**config.mk**
```make
export PLATFORM = sky130hd
export DESIGN_NAME = rocketcpu_uart_wb_master
export DESIGN_NICKNAME = d
export VERILOG_FILES = /design/src/rtl/rocketcpu_dbg_pkg.sv /design/src/rtl/rocketcpu_dbg_uart_phy.sv /design/src/rtl/rocketcpu_uart_wb_master.sv
export SDC_FILE = /design/constraint.sdc
export NUM_CORES = 1
export LEC_CHECK = 0
export CORE_MARGIN = 3
export CORE_UTILIZATION = 40
export DETAILED_ROUTE_END_ITERATION = 16
export PLACE_DENSITY_LB_ADDON = 0.08
export RECOVER_POWER = 25
export SYNTH_ARGS = -nofsm -noshare
export SYNTH_HDL_FRONTEND = slang
export SYNTH_SLANG_ARGS = --single-unit
export TNS_END_PERCENT = 100
```
**constraint.sdc**
```tcl
create_clock -name i_wb_clk -period 5.3 [get_ports i_wb_clk]
set_input_delay 1.06 -clock i_wb_clk [delete_from_list [all_inputs] [get_ports i_wb_clk]]
set_output_delay 1.06 -clock i_wb_clk [all_outputs]
set_load 0.05 [all_outputs]
```
**src/rtl/rocketcpu_dbg_pkg.sv**
```systemverilog
// rocketcpu_dbg_pkg: shared constants and state types for the serial debug Wishbone bridge.
package rocketcpu_dbg_pkg;
    localparam logic [7:0] CMD_WR  = 8'h57;
    localparam logic [7:0] CMD_RD  = 8'h52;
    localparam logic [7:0] RSP_OK  = 8'h4B;
    localparam logic [7:0] RSP_TO  = 8'h54;
    localparam logic [7:0] RSP_ERR = 8'h3F;
    typedef enum logic [2:0] {ST_IDLE, ST_ADDR, ST_DATA, ST_BUS, ST_RESP, ST_RDAT} state_t;
    typedef enum logic [1:0] {RX_IDLE, RX_START, RX_DATA, RX_STOP} rx_state_t;
endpackage

```
**src/rtl/rocketcpu_dbg_uart_phy.sv**
```systemverilog
// rocketcpu_dbg_uart_phy: 8N1 serial receiver and transmitter, LSB first.
//   clk_i, rst_ni       : clock, asynchronous active-low reset
//   rx_i                : asynchronous serial input, idle high
//   rx_byte_o/rx_valid_o: received byte, valid for one cycle when its stop bit is high
//   tx_o                : registered serial output, idle high
//   tx_byte_i/tx_start_i: byte to send, accepted while tx_busy_o is low
//   tx_busy_o           : high from start until the stop bit has ended
module rocketcpu_dbg_uart_phy
    import rocketcpu_dbg_pkg::*;
#(
    parameter int CLKS_PER_BIT = 104
) (
    input  logic       clk_i,
    input  logic       rst_ni,
    input  logic       rx_i,
    output logic       tx_o,
    output logic [7:0] rx_byte_o,
    output logic       rx_valid_o,
    input  logic [7:0] tx_byte_i,
    input  logic       tx_start_i,
    output logic       tx_busy_o
);
    localparam int CW = $clog2(CLKS_PER_BIT);
    localparam logic [CW-1:0] FULL = CW'(CLKS_PER_BIT - 1);
    localparam logic [CW-1:0] HALF = CW'(CLKS_PER_BIT / 2 - 1);
    // [0],[1] synchronise; [2] is the previous synchronised level for edge detection
    logic [2:0] sync_q;
    rx_state_t rx_st_q, rx_st_d;
    logic [CW-1:0] rx_cnt_q, rx_cnt_d, tx_cnt_q, tx_cnt_d;
    logic [2:0] rx_bit_q, rx_bit_d;
    logic [7:0] rx_sh_q, rx_sh_d;
    logic rx_valid_q, rx_valid_d, tx_q, tx_d, tx_busy_q, tx_busy_d;
    logic [8:0] tx_sh_q, tx_sh_d;
    logic [3:0] tx_idx_q, tx_idx_d;
    logic rx_s, rx_prev;
    assign rx_s       = sync_q[1];
    assign rx_prev    = sync_q[2];
    assign rx_byte_o  = rx_sh_q;
    assign rx_valid_o = rx_valid_q;
    assign tx_o       = tx_q;
    assign tx_busy_o  = tx_busy_q;
    always_comb begin
        rx_st_d    = rx_st_q;
        rx_cnt_d   = rx_cnt_q + 1'b1;
        rx_bit_d   = rx_bit_q;
        rx_sh_d    = rx_sh_q;
        rx_valid_d = 1'b0;
        case (rx_st_q)
            RX_IDLE: begin
                rx_cnt_d = '0;
                if (rx_prev && !rx_s) rx_st_d = RX_START;
            end
            // a start bit that is high again at half bit was a glitch
            RX_START: if (rx_cnt_q == HALF) begin
                rx_cnt_d = '0;
                rx_bit_d = '0;
                rx_st_d  = rx_s ? RX_IDLE : RX_DATA;
            end
            RX_DATA: if (rx_cnt_q == FULL) begin
                rx_cnt_d = '0;
                rx_sh_d  = {rx_s, rx_sh_q[7:1]};
                rx_bit_d = rx_bit_q + 3'd1;
                if (rx_bit_q == 3'd7) rx_st_d = RX_STOP;
            end
            RX_STOP: if (rx_cnt_q == FULL) begin
                rx_valid_d = rx_s;
                rx_st_d    = RX_IDLE;
            end
            default: rx_st_d = RX_IDLE;
        endcase
    end
    // tx_sh_q holds the remaining data bits with the stop bit above them
    always_comb begin
        tx_d      = tx_q;
        tx_sh_d   = tx_sh_q;
        tx_idx_d  = tx_idx_q;
        tx_busy_d = tx_busy_q;
        tx_cnt_d  = tx_cnt_q + 1'b1;
        if (!tx_busy_q) begin
            tx_cnt_d = '0;
            if (tx_start_i) begin
                tx_busy_d = 1'b1;
                tx_d      = 1'b0;
                tx_sh_d   = {1'b1, tx_byte_i};
                tx_idx_d  = '0;
            end
        end else if (tx_cnt_q == FULL) begin
            tx_cnt_d  = '0;
            tx_idx_d  = tx_idx_q + 4'd1;
            tx_d      = tx_sh_q[0];
            tx_sh_d   = {1'b1, tx_sh_q[8:1]};
            tx_busy_d = tx_idx_q != 4'd9;
        end
    end
    always_ff @(posedge clk_i or negedge rst_ni) begin
        if (!rst_ni) begin
            sync_q     <= 3'b111;
            rx_st_q    <= RX_IDLE;
            rx_cnt_q   <= '0;
            rx_bit_q   <= '0;
            rx_sh_q    <= '0;
            rx_valid_q <= 1'b0;
            tx_q       <= 1'b1;
            tx_sh_q    <= '1;
            tx_idx_q   <= '0;
            tx_cnt_q   <= '0;
            tx_busy_q  <= 1'b0;
        end else begin
            sync_q     <= {sync_q[1:0], rx_i};
            rx_st_q    <= rx_st_d;
            rx_cnt_q   <= rx_cnt_d;
            rx_bit_q   <= rx_bit_d;
            rx_sh_q    <= rx_sh_d;
            rx_valid_q <= rx_valid_d;
            tx_q       <= tx_d;
            tx_sh_q    <= tx_sh_d;
            tx_idx_q   <= tx_idx_d;
            tx_cnt_q   <= tx_cnt_d;
            tx_busy_q  <= tx_busy_d;
        end
    end
endmodule

```
**src/rtl/rocketcpu_uart_wb_master.sv**
```systemverilog
// rocketcpu_uart_wb_master: serial debug commands become single 32-bit Wishbone read/write cycles.
//   i_wb_clk, i_wb_rst_n : clock, asynchronous active-low reset
//   i_dbg_rx, o_dbg_tx   : host serial line, 8N1, idle high
//   o_wb_adr/dat/sel/we/cyc, i_wb_rdt/ack : Wishbone initiator port (cyc doubles as stb)
//   o_busy               : high from the first command byte until the last reply byte has left
module rocketcpu_uart_wb_master
    import rocketcpu_dbg_pkg::*;
#(
    parameter int CLKS_PER_BIT = 104,
    parameter int ACK_TIMEOUT  = 1024
) (
    input  logic        i_wb_clk,
    input  logic        i_wb_rst_n,
    input  logic        i_dbg_rx,
    output logic        o_dbg_tx,
    output logic [31:0] o_wb_adr,
    output logic [31:0] o_wb_dat,
    output logic [3:0]  o_wb_sel,
    output logic        o_wb_we,
    output logic        o_wb_cyc,
    input  logic [31:0] i_wb_rdt,
    input  logic        i_wb_ack,
    output logic        o_busy
);
    state_t state_q, state_d;
    logic [31:0] adr_q, adr_d, dat_q, dat_d, rdt_q, rdt_d;
    logic [15:0] to_q, to_d;
    logic [7:0] resp_q, resp_d, rx_byte;
    logic [1:0] cnt_q, cnt_d;
    logic we_q, we_d, rd_ok_q, rd_ok_d, sent_q, sent_d, busy_q, busy_d;
    logic rx_valid, tx_start, tx_busy, tx_done;
    rocketcpu_dbg_uart_phy #(.CLKS_PER_BIT(CLKS_PER_BIT)) u_phy (
        .clk_i      (i_wb_clk),
        .rst_ni     (i_wb_rst_n),
        .rx_i       (i_dbg_rx),
        .tx_o       (o_dbg_tx),
        .rx_byte_o  (rx_byte),
        .rx_valid_o (rx_valid),
        .tx_byte_i  (state_q == ST_RDAT ? rdt_q[31:24] : resp_q),
        .tx_start_i (tx_start),
        .tx_busy_o  (tx_busy)
    );
    // sent_q marks a byte handed to the PHY; its busy flag rises on the same edge
    assign tx_done  = sent_q && !tx_busy;
    assign o_wb_cyc = state_q == ST_BUS;
    assign o_wb_sel = {4{o_wb_cyc}};
    assign o_wb_adr = adr_q;
    assign o_wb_dat = dat_q;
    assign o_wb_we  = we_q;
    assign o_busy   = busy_q;
    always_comb begin
        state_d  = state_q;
        adr_d    = adr_q;
        dat_d    = dat_q;
        rdt_d    = rdt_q;
        we_d     = we_q;
        cnt_d    = cnt_q;
        to_d     = '0;
        resp_d   = resp_q;
        rd_ok_d  = rd_ok_q;
        sent_d   = sent_q;
        busy_d   = busy_q;
        tx_start = 1'b0;
        case (state_q)
            ST_IDLE: if (rx_valid) begin
                busy_d  = 1'b1;
                cnt_d   = '0;
                sent_d  = 1'b0;
                rd_ok_d = 1'b0;
                resp_d  = RSP_ERR;
                we_d    = rx_byte == CMD_WR;
                state_d = (rx_byte == CMD_WR || rx_byte == CMD_RD) ? ST_ADDR : ST_RESP;
            end
            ST_ADDR: if (rx_valid) begin
                adr_d = {adr_q[23:0], rx_byte};
                cnt_d = cnt_q + 2'd1;
                if (cnt_q == 2'd3) state_d = we_q ? ST_DATA : ST_BUS;
            end
            ST_DATA: if (rx_valid) begin
                dat_d = {dat_q[23:0], rx_byte};
                cnt_d = cnt_q + 2'd1;
                if (cnt_q == 2'd3) state_d = ST_BUS;
            end
            // ack wins over the timeout when both land on the same edge
            ST_BUS: begin
                to_d = to_q + 16'd1;
                if (i_wb_ack) begin
                    state_d = ST_RESP;
                    resp_d  = RSP_OK;
                    rd_ok_d = !we_q;
                    if (!we_q) rdt_d = i_wb_rdt;
                end else if (to_q == 16'(ACK_TIMEOUT - 1)) begin
                    state_d = ST_RESP;
                    resp_d  = RSP_TO;
                end
            end
            ST_RESP, ST_RDAT: begin
                tx_start = !sent_q;
                sent_d   = 1'b1;
                if (tx_done) begin
                    sent_d = 1'b0;
                    if (state_q == ST_RDAT) begin
                        rdt_d = {rdt_q[23:0], 8'h00};
                        cnt_d = cnt_q + 2'd1;
                    end
                    if (state_q == ST_RESP && rd_ok_q) begin
                        state_d = ST_RDAT;
                        cnt_d   = '0;
                    end else if (state_q == ST_RESP || cnt_q == 2'd3) begin
                        state_d = ST_IDLE;
                        busy_d  = 1'b0;
                    end
                end
            end
            default: state_d = ST_IDLE;
        endcase
    end
    always_ff @(posedge i_wb_clk or negedge i_wb_rst_n) begin
        if (!i_wb_rst_n) begin
            state_q <= ST_IDLE;
            adr_q   <= '0;
            dat_q   <= '0;
            rdt_q   <= '0;
            we_q    <= 1'b0;
            cnt_q   <= '0;
            to_q    <= '0;
            resp_q  <= '0;
            rd_ok_q <= 1'b0;
            sent_q  <= 1'b0;
            busy_q  <= 1'b0;
        end else begin
            state_q <= state_d;
            adr_q   <= adr_d;
            dat_q   <= dat_d;
            rdt_q   <= rdt_d;
            we_q    <= we_d;
            cnt_q   <= cnt_d;
            to_q    <= to_d;
            resp_q  <= resp_d;
            rd_ok_q <= rd_ok_d;
            sent_q  <= sent_d;
            busy_q  <= busy_d;
        end
    end
endmodule

```
== Yosys cells after proc, flatten, opt, wreduce, memory -nomap -nowiden ==
Index checks and enable logic that the tools add are counted.

* Bits of input ports: 36
* Bits in registers: 175
* Output and inout bits: 72

* Mux-type cells: 70
* Eq/ne operators: 38
* Reductions and logical operators: 33
* $add $sub $neg: 6

{| class="wikitable"
|+ Operators with widths
! operator !! count
|-
| $mux W32 || 4
|-
| $pmux W32 S2 || 1
|-
| $mux W3 || 13
|-
| $mux W8 || 4
|-
| $mux W7 || 4
|-
| $mux W9 || 3
|-
| $mux W2 || 11
|-
| $pmux W7 S3 || 1
|-
| $ne A2 B1 Y1 const B || 10
|-
| $reduce_and A5 Y1 || 4
|-
| $mux W1 || 17
|-
| $add A16 B1 Y16 const B || 1
|-
| $eq A16 B10 Y1 const B || 1
|-
| $eq A8 B7 Y1 const B || 2
|-
| $mux W16 || 1
|-
| $ne A2 B2 Y1 const B || 8
|-
| $pmux W8 S2 || 1
|-
| $pmux W3 S5 || 1
|-
| $add A7 B1 Y7 const B || 2
|-
| $eq A7 B7 Y1 const B || 2
|-
| $mux W4 || 3
|-
| $reduce_and A2 Y1 || 6
|-
| $reduce_bool A2 Y1 || 5
|-
| $eq A3 B3 Y1 const B || 3
|-
| other kinds (24) || 39
|}

== Depth between registers and ports, before layout ==
* Depth in word-level cells: 6
* Gate-level depth with buffers: 7

== By module ==
From an unflattened synthesis, not the netlist that was laid out.

* Cells, all modules: 647
* Area total of the unflattened synthesis: 7622.3 um^2

{| class="wikitable"
|+ By module, submodules not included
! module !! cells each !! instances !! area an instance (um^2)
|-
| rocketcpu_uart_wb_master || 440 || 1 || 5439.0
|-
| rocketcpu_dbg_uart_phy || 207 || 1 || 2183.3
|}

== Least setup slack after synthesis ==
OpenSTA, ideal clock, no wires.

* Path kind: reg-to-output
* From: reg state_q[2]
* To: out o_wb_sel[0]
* Arrival: 1552 ps
* Cell stages (with the launch flop): 6
* Setup slack: 2688 ps
* Path through: dfrtp_1 -> nand2b_2 -> or2_1 -> clkbuf_1 -> inv_2 -> buf_4

* Longest elaborated chain between the ends: 1

{| class="wikitable"
|+ Ends and longest elaborated chain
! what !! line !! RTL
|-
| start: declaration || rocketcpu_uart_wb_master.sv:25 || <nowiki>state_t state_q, state_d;</nowiki>
|-
| start signal: assignment || rocketcpu_uart_wb_master.sv:132 || <nowiki>state_q <= state_d;</nowiki>
|-
| $eq A3 B2 Y1 || rocketcpu_uart_wb_master.sv:45 || <nowiki>assign o_wb_cyc = state_q == ST_BUS;</nowiki>
|-
| end: declaration || rocketcpu_uart_wb_master.sv:18 || <nowiki>output logic [3:0] o_wb_sel,</nowiki>
|}

Every way passes these cells.

== Worst setup path in the final report ==
* From: reg state_q[0]
* To: out o_wb_sel[1]

Same word-level chain as after synthesis.

==> out/metrics.json <==
{
  "synthSimpleGateAreaFrac": {"value": 11.6, "unit": "%"},
  "synth_fp_nets": {"value": 677},
  "chipHeight": {"value": 143, "unit": "µm"},
  "first_global_vias": {"value": 4999},
  "die_w": {"value": 143, "unit": "µm"},
  "place_ws": {"value": 1.70, "unit": "ns"},
  "finalSetupViolCount": {"value": 0},
  "cts_setup_buffers": {"value": 0},
  "achievable-frequency": {"value": 245, "unit": "MHz"},
  "tritoncts": {"value": "yes"},
  "first_drt_iteration_drcs": {"value": 267},
  "detail-route-antenna-nets": {"value": 0},
  "cp_top_family": {"value": "buffers and inverters"},
  "fin_setup_tns": {"value": 0, "unit": "ns"},
  "report.final.hold_viol_count": {"value": 0},
  "combinational_power_share": {"value": 16.0, "unit": "%"},
  "vias": {"value": 4866},
  "post_synth_edffs": {"value": 0},
  "start_kind": {"value": "register"},
  "crit_path_cell_trace": {"value": "inv_1, or2_1, inv_2, clkdlybuf4s50_1"},
  "timing.critical_path.fanout_max": {"value": 21},
  "number_of_antenna_violations_at_the_first_check_in_global_routing": {"value": 0},
  "maximum_number_of_pins_on_one_net_before_global_route_repair": {"value": 94},
  "fin_skew": {"value": 0.00864, "unit": "ns"},
  "place.gp.congestion": {"value": 0.838},
  "worst-endpoint-arrival": {"value": 3.02, "unit": "ns"},
  "design_power_total": {"value": 3.36, "unit": "mW"},
  "clkSinkCount": {"value": 170},
  "crit_path_max_incr_delay": {"value": 0.83, "unit": "ns"},
  "globalRouteTotalUtil": {"value": 15.6, "unit": "%"},
  "rows": {"value": 49},
  "place.detailed.hpwl": {"value": 9840, "unit": "µm"},
  "ctsRootBufferMaster": {"value": "clkbuf_16"},
  "tritoncts.num_buffers": {"value": 17},
  "cts.hold.buffers_added": {"value": 0},
  "area_share_of_xor_xnor_cells_in_the_synthesized_design": {"value": 2.82, "unit": "%"},
  "globalRouteOverflowTotal": {"value": 0},
  "clk_latency": {"value": 0.43, "unit": "ns"},
  "main_combinational_cell_family_by_area_after_synthesis": {"value": "multiplexers"},
  "post_synth_mux_area_share": {"value": 16.0, "unit": "%"},
  "cell_internal_pwr": {"value": 2.40, "unit": "mW"},
  "synth_area": {"value": 0.00747, "unit": "mm²"},
  "synth_area_leader_cell": {"value": "dfrtp_1"},
  "placeableCoreArea": {"value": 0.0181, "unit": "mm²"},
  "port-buffer-count": {"value": 107},
  "synth-warning-count": {"value": 0},
  "post-synth-top-count-cell": {"value": "dfrtp_1"},
  "ios": {"value": 108},
  "rsz0062_at_grt": {"value": "no"},
  "post_layout_util": {"value": 51.1, "unit": "%"},
  "critical_path.n_buffers_inverters": {"value": 3},
  "drt-wirelength-per-cell": {"value": 15.4, "unit": "µm"},
  "critical_path.endpoint_type": {"value": "primary output"},
  "drive_gt1_share": {"value": 17.2, "unit": "%"},
  "clock_tree.buffer_depth": {"value": 2},
  "clkPwrFrac": {"value": 35.9, "unit": "%"},
  "worst_slack": {"value": 1.22, "unit": "ns"},
  "vias_per_std_cell": {"value": 5.03},
  "outcome": {"value": "complete, but fails checks"},
  "cell_type_of_the_slowest_stage_on_the_worst_timing_path": {"value": "clkdlybuf4s50_1"},
  "p_sw": {"value": 962, "unit": "µW"},
  "hold_class": {"value": "register to register"},
  "report.final.slew_viol_count": {"value": 93},
  "synth.top_cell.area_share": {"value": 52.9, "unit": "%"},
  "detailed_routing_iteration_count_for_the_pre_antenna_repair_pass": {"value": 4},
  "drc": {"value": 0},
  "ys_seq_elements": {"value": 170},
  "path_class": {"value": "register to primary output"},
  "tightest_slew": {"value": 2.39, "unit": "ns"},
  "yosysSeqAreaShare": {"value": 57.2, "unit": "%"},
  "ys_async_sr_fraction": {"value": 100, "unit": "%"},
  "diodes": {"value": 0},
  "power_switching_share": {"value": 28.6, "unit": "%"},
  "floorplan.die_area": {"value": 0.0203, "unit": "mm²"},
  "finalWirelength": {"value": 14900, "unit": "µm"},
  "pwr_density_cell": {"value": 362, "unit": "mW/mm²"},
  "floorplan.initialDensity": {"value": 41.1, "unit": "%"},
  "worst_setup_hold_path_clk_slew": {"value": 0.07, "unit": "ns"},
  "area_growth_syn_to_layout": {"value": 24.2, "unit": "%"},
  "nNetsFinal": {"value": 771},
  "ys_top_cells_by_count": {"value": "dfrtp_1, nand2_1, mux2_2"},
  "violations": {"value": "capacitance limit, slew limit"},
  "fin_crit_sh": {"value": 77.0, "unit": "%"},
  "htreeDepth": {"value": 4},
  "synth_area_per_cell": {"value": 11.8, "unit": "µm²"},
  "synth_compound_area_share": {"value": 7.86, "unit": "%"},
  "synth-adder-area-share": {"value": 1.51, "unit": "%"},
  "ys_top_cells_by_area": {"value": "dfrtp_1, mux2_2, dfstp_2"},
  "relSlewSlack": {"value": -59.1, "unit": "%"},
  "final_critical_path_time_including_i_o_delays_and_setup": {"value": 4.08, "unit": "ns"},
  "final_cells": {"value": 968},
  "max_cap_viol_count": {"value": 1},
  "synth_cell_type_count": {"value": 61},
  "synth_instances": {"value": 632},
  "power.share.sequential": {"value": 48.0, "unit": "%"},
  "required": {"value": 4.24, "unit": "ns"},
  "wire_length_of_the_first_global_routing_pass": {"value": 25600, "unit": "µm"},
  "vdd_drop_max": {"value": 0.213, "unit": "mV"},
  "synth_flop_cell": {"value": "dfrtp_1"},
  "dp.cells": {"value": 936},
  "leakage_dissipation": {"value": 4.12, "unit": "nW"},
  "cts.repair.resized": {"value": 0}
}
metrics by stage:
| step | cell area (µm²) | hold WS [ns] |
|---|---|---|
| finish | 9270 | 0.364 |
| global route | 9270 | 0.373 |
| CTS | 9280 | 0.360 |
| detailed placement | 8700 | 0.350 |
| global placement | 8700 | 0.348 |
| floorplan | 7470 | 0.345 |
power by group through the flow:
stage          logic, mW  registers [mW]  clock network, mW
6_report           0.538            1.61               1.21
2_1_floorplan      0.450            1.57                  0
5_1_grt            0.619            1.64               1.32
3_3_place_gp       0.528            1.62                  0
3_5_place_dp       0.545            1.63                  0
4_1_cts            0.549            1.61               1.25
kinds of logic (layout without fill, tap and decap cells):
logic type | Yosys count | count (layout)
compound gates | 100 | 100
fa+ha+maj | 9 | 9
xor+xnor | 24 | 24
mux | 109 | 109
simple gates | 173 | 173
flops | 170 | 170
buf+inv | 47 | 154
cell type report:
| cell class | instances | area [µm²] |
|---|---|---|
| flip-flops and latches | 170 | 4270 |
| fillers | 1620 | 8870 |
| well taps | 229 | 287 |
| repair buffers | 111 | 1110 |
| clock inverters | 14 | 135 |
| inverters | 11 | 41.3 |
| multi-input cells | 415 | 2990 |
| clock buffers | 18 | 439 |
flip-flops by register name (all words and copies together) (netlist names), 2 cells and up, named ones only:
signal / flops
o_wb_adr: 32
state_q: 3
u_phy.rx_byte_o: 8
u_phy.sync_q: 3
u_phy.tx_idx_q: 4
u_phy.rx_bit_q: 3
u_phy.tx_cnt_q: 7
o_wb_dat: 32
u_phy.tx_sh_q: 8
rdt_q: 32
cnt_q: 2
to_q: 16
resp_q: 4
u_phy.rx_cnt_q: 7
per-layer routing:
metal,part of all wire [%],track usage (%),vias up
met4,1.1,4.60,0
met5,0,0,-
met1,49,22.0,2380
met2,47,23.6,72
met3,2.9,4.42,16
li1,-,-,2398
path summary, 6_finish.rpt:
kind,start,to,slack [ns],cells after the start
setup / recovery,state_q[0],o_wb_sel[1],1.22,4
hold / removal,u_phy.sync_q[0],u_phy.sync_q[1],0.36,0
setup reg to reg,state_q[0],state_q[0],2.86,5
hold reg to reg,u_phy.sync_q[0],u_phy.sync_q[1],0.36,0
max in group asynchronous,i_wb_rst_n,state_q[1],2.54,1
min in group asynchronous,i_wb_rst_n,u_phy.tx_cnt_q[1],1.31,1
cells in the final DEF (no fill, tap or decap), types with 5 or more instances in the layout:
cell / n
a21oi_1: 14
a31oi_1: 5
and3_1: 5
clkbuf_16: 17
clkdlybuf4s50_1: 105
dfrtp_1: 158
dfstp_2: 11
ha_1: 9
inv_1: 10
inv_6: 5
mux2_1: 13
mux2_2: 68
mux2i_1: 27
nand2_1: 68
nand2b_1: 5
nand3_1: 13
nand4_1: 6
nor2_1: 36
nor2b_1: 9
o21ai_0: 25
o21ai_1: 31
xnor2_1: 12
xor2_1: 12
worst reg2reg max path: cells and delay by family, from the launching register on:
kind                   cells  cell delay, ns
AO/OA/AOI/OAI              1            0.18
buffers and inverters      1            0.24
flip-flops                 1            0.72
multiplexers               1            0.30
AND/OR/NAND/NOR            2            0.90
(Power assumes the default switching activity.)
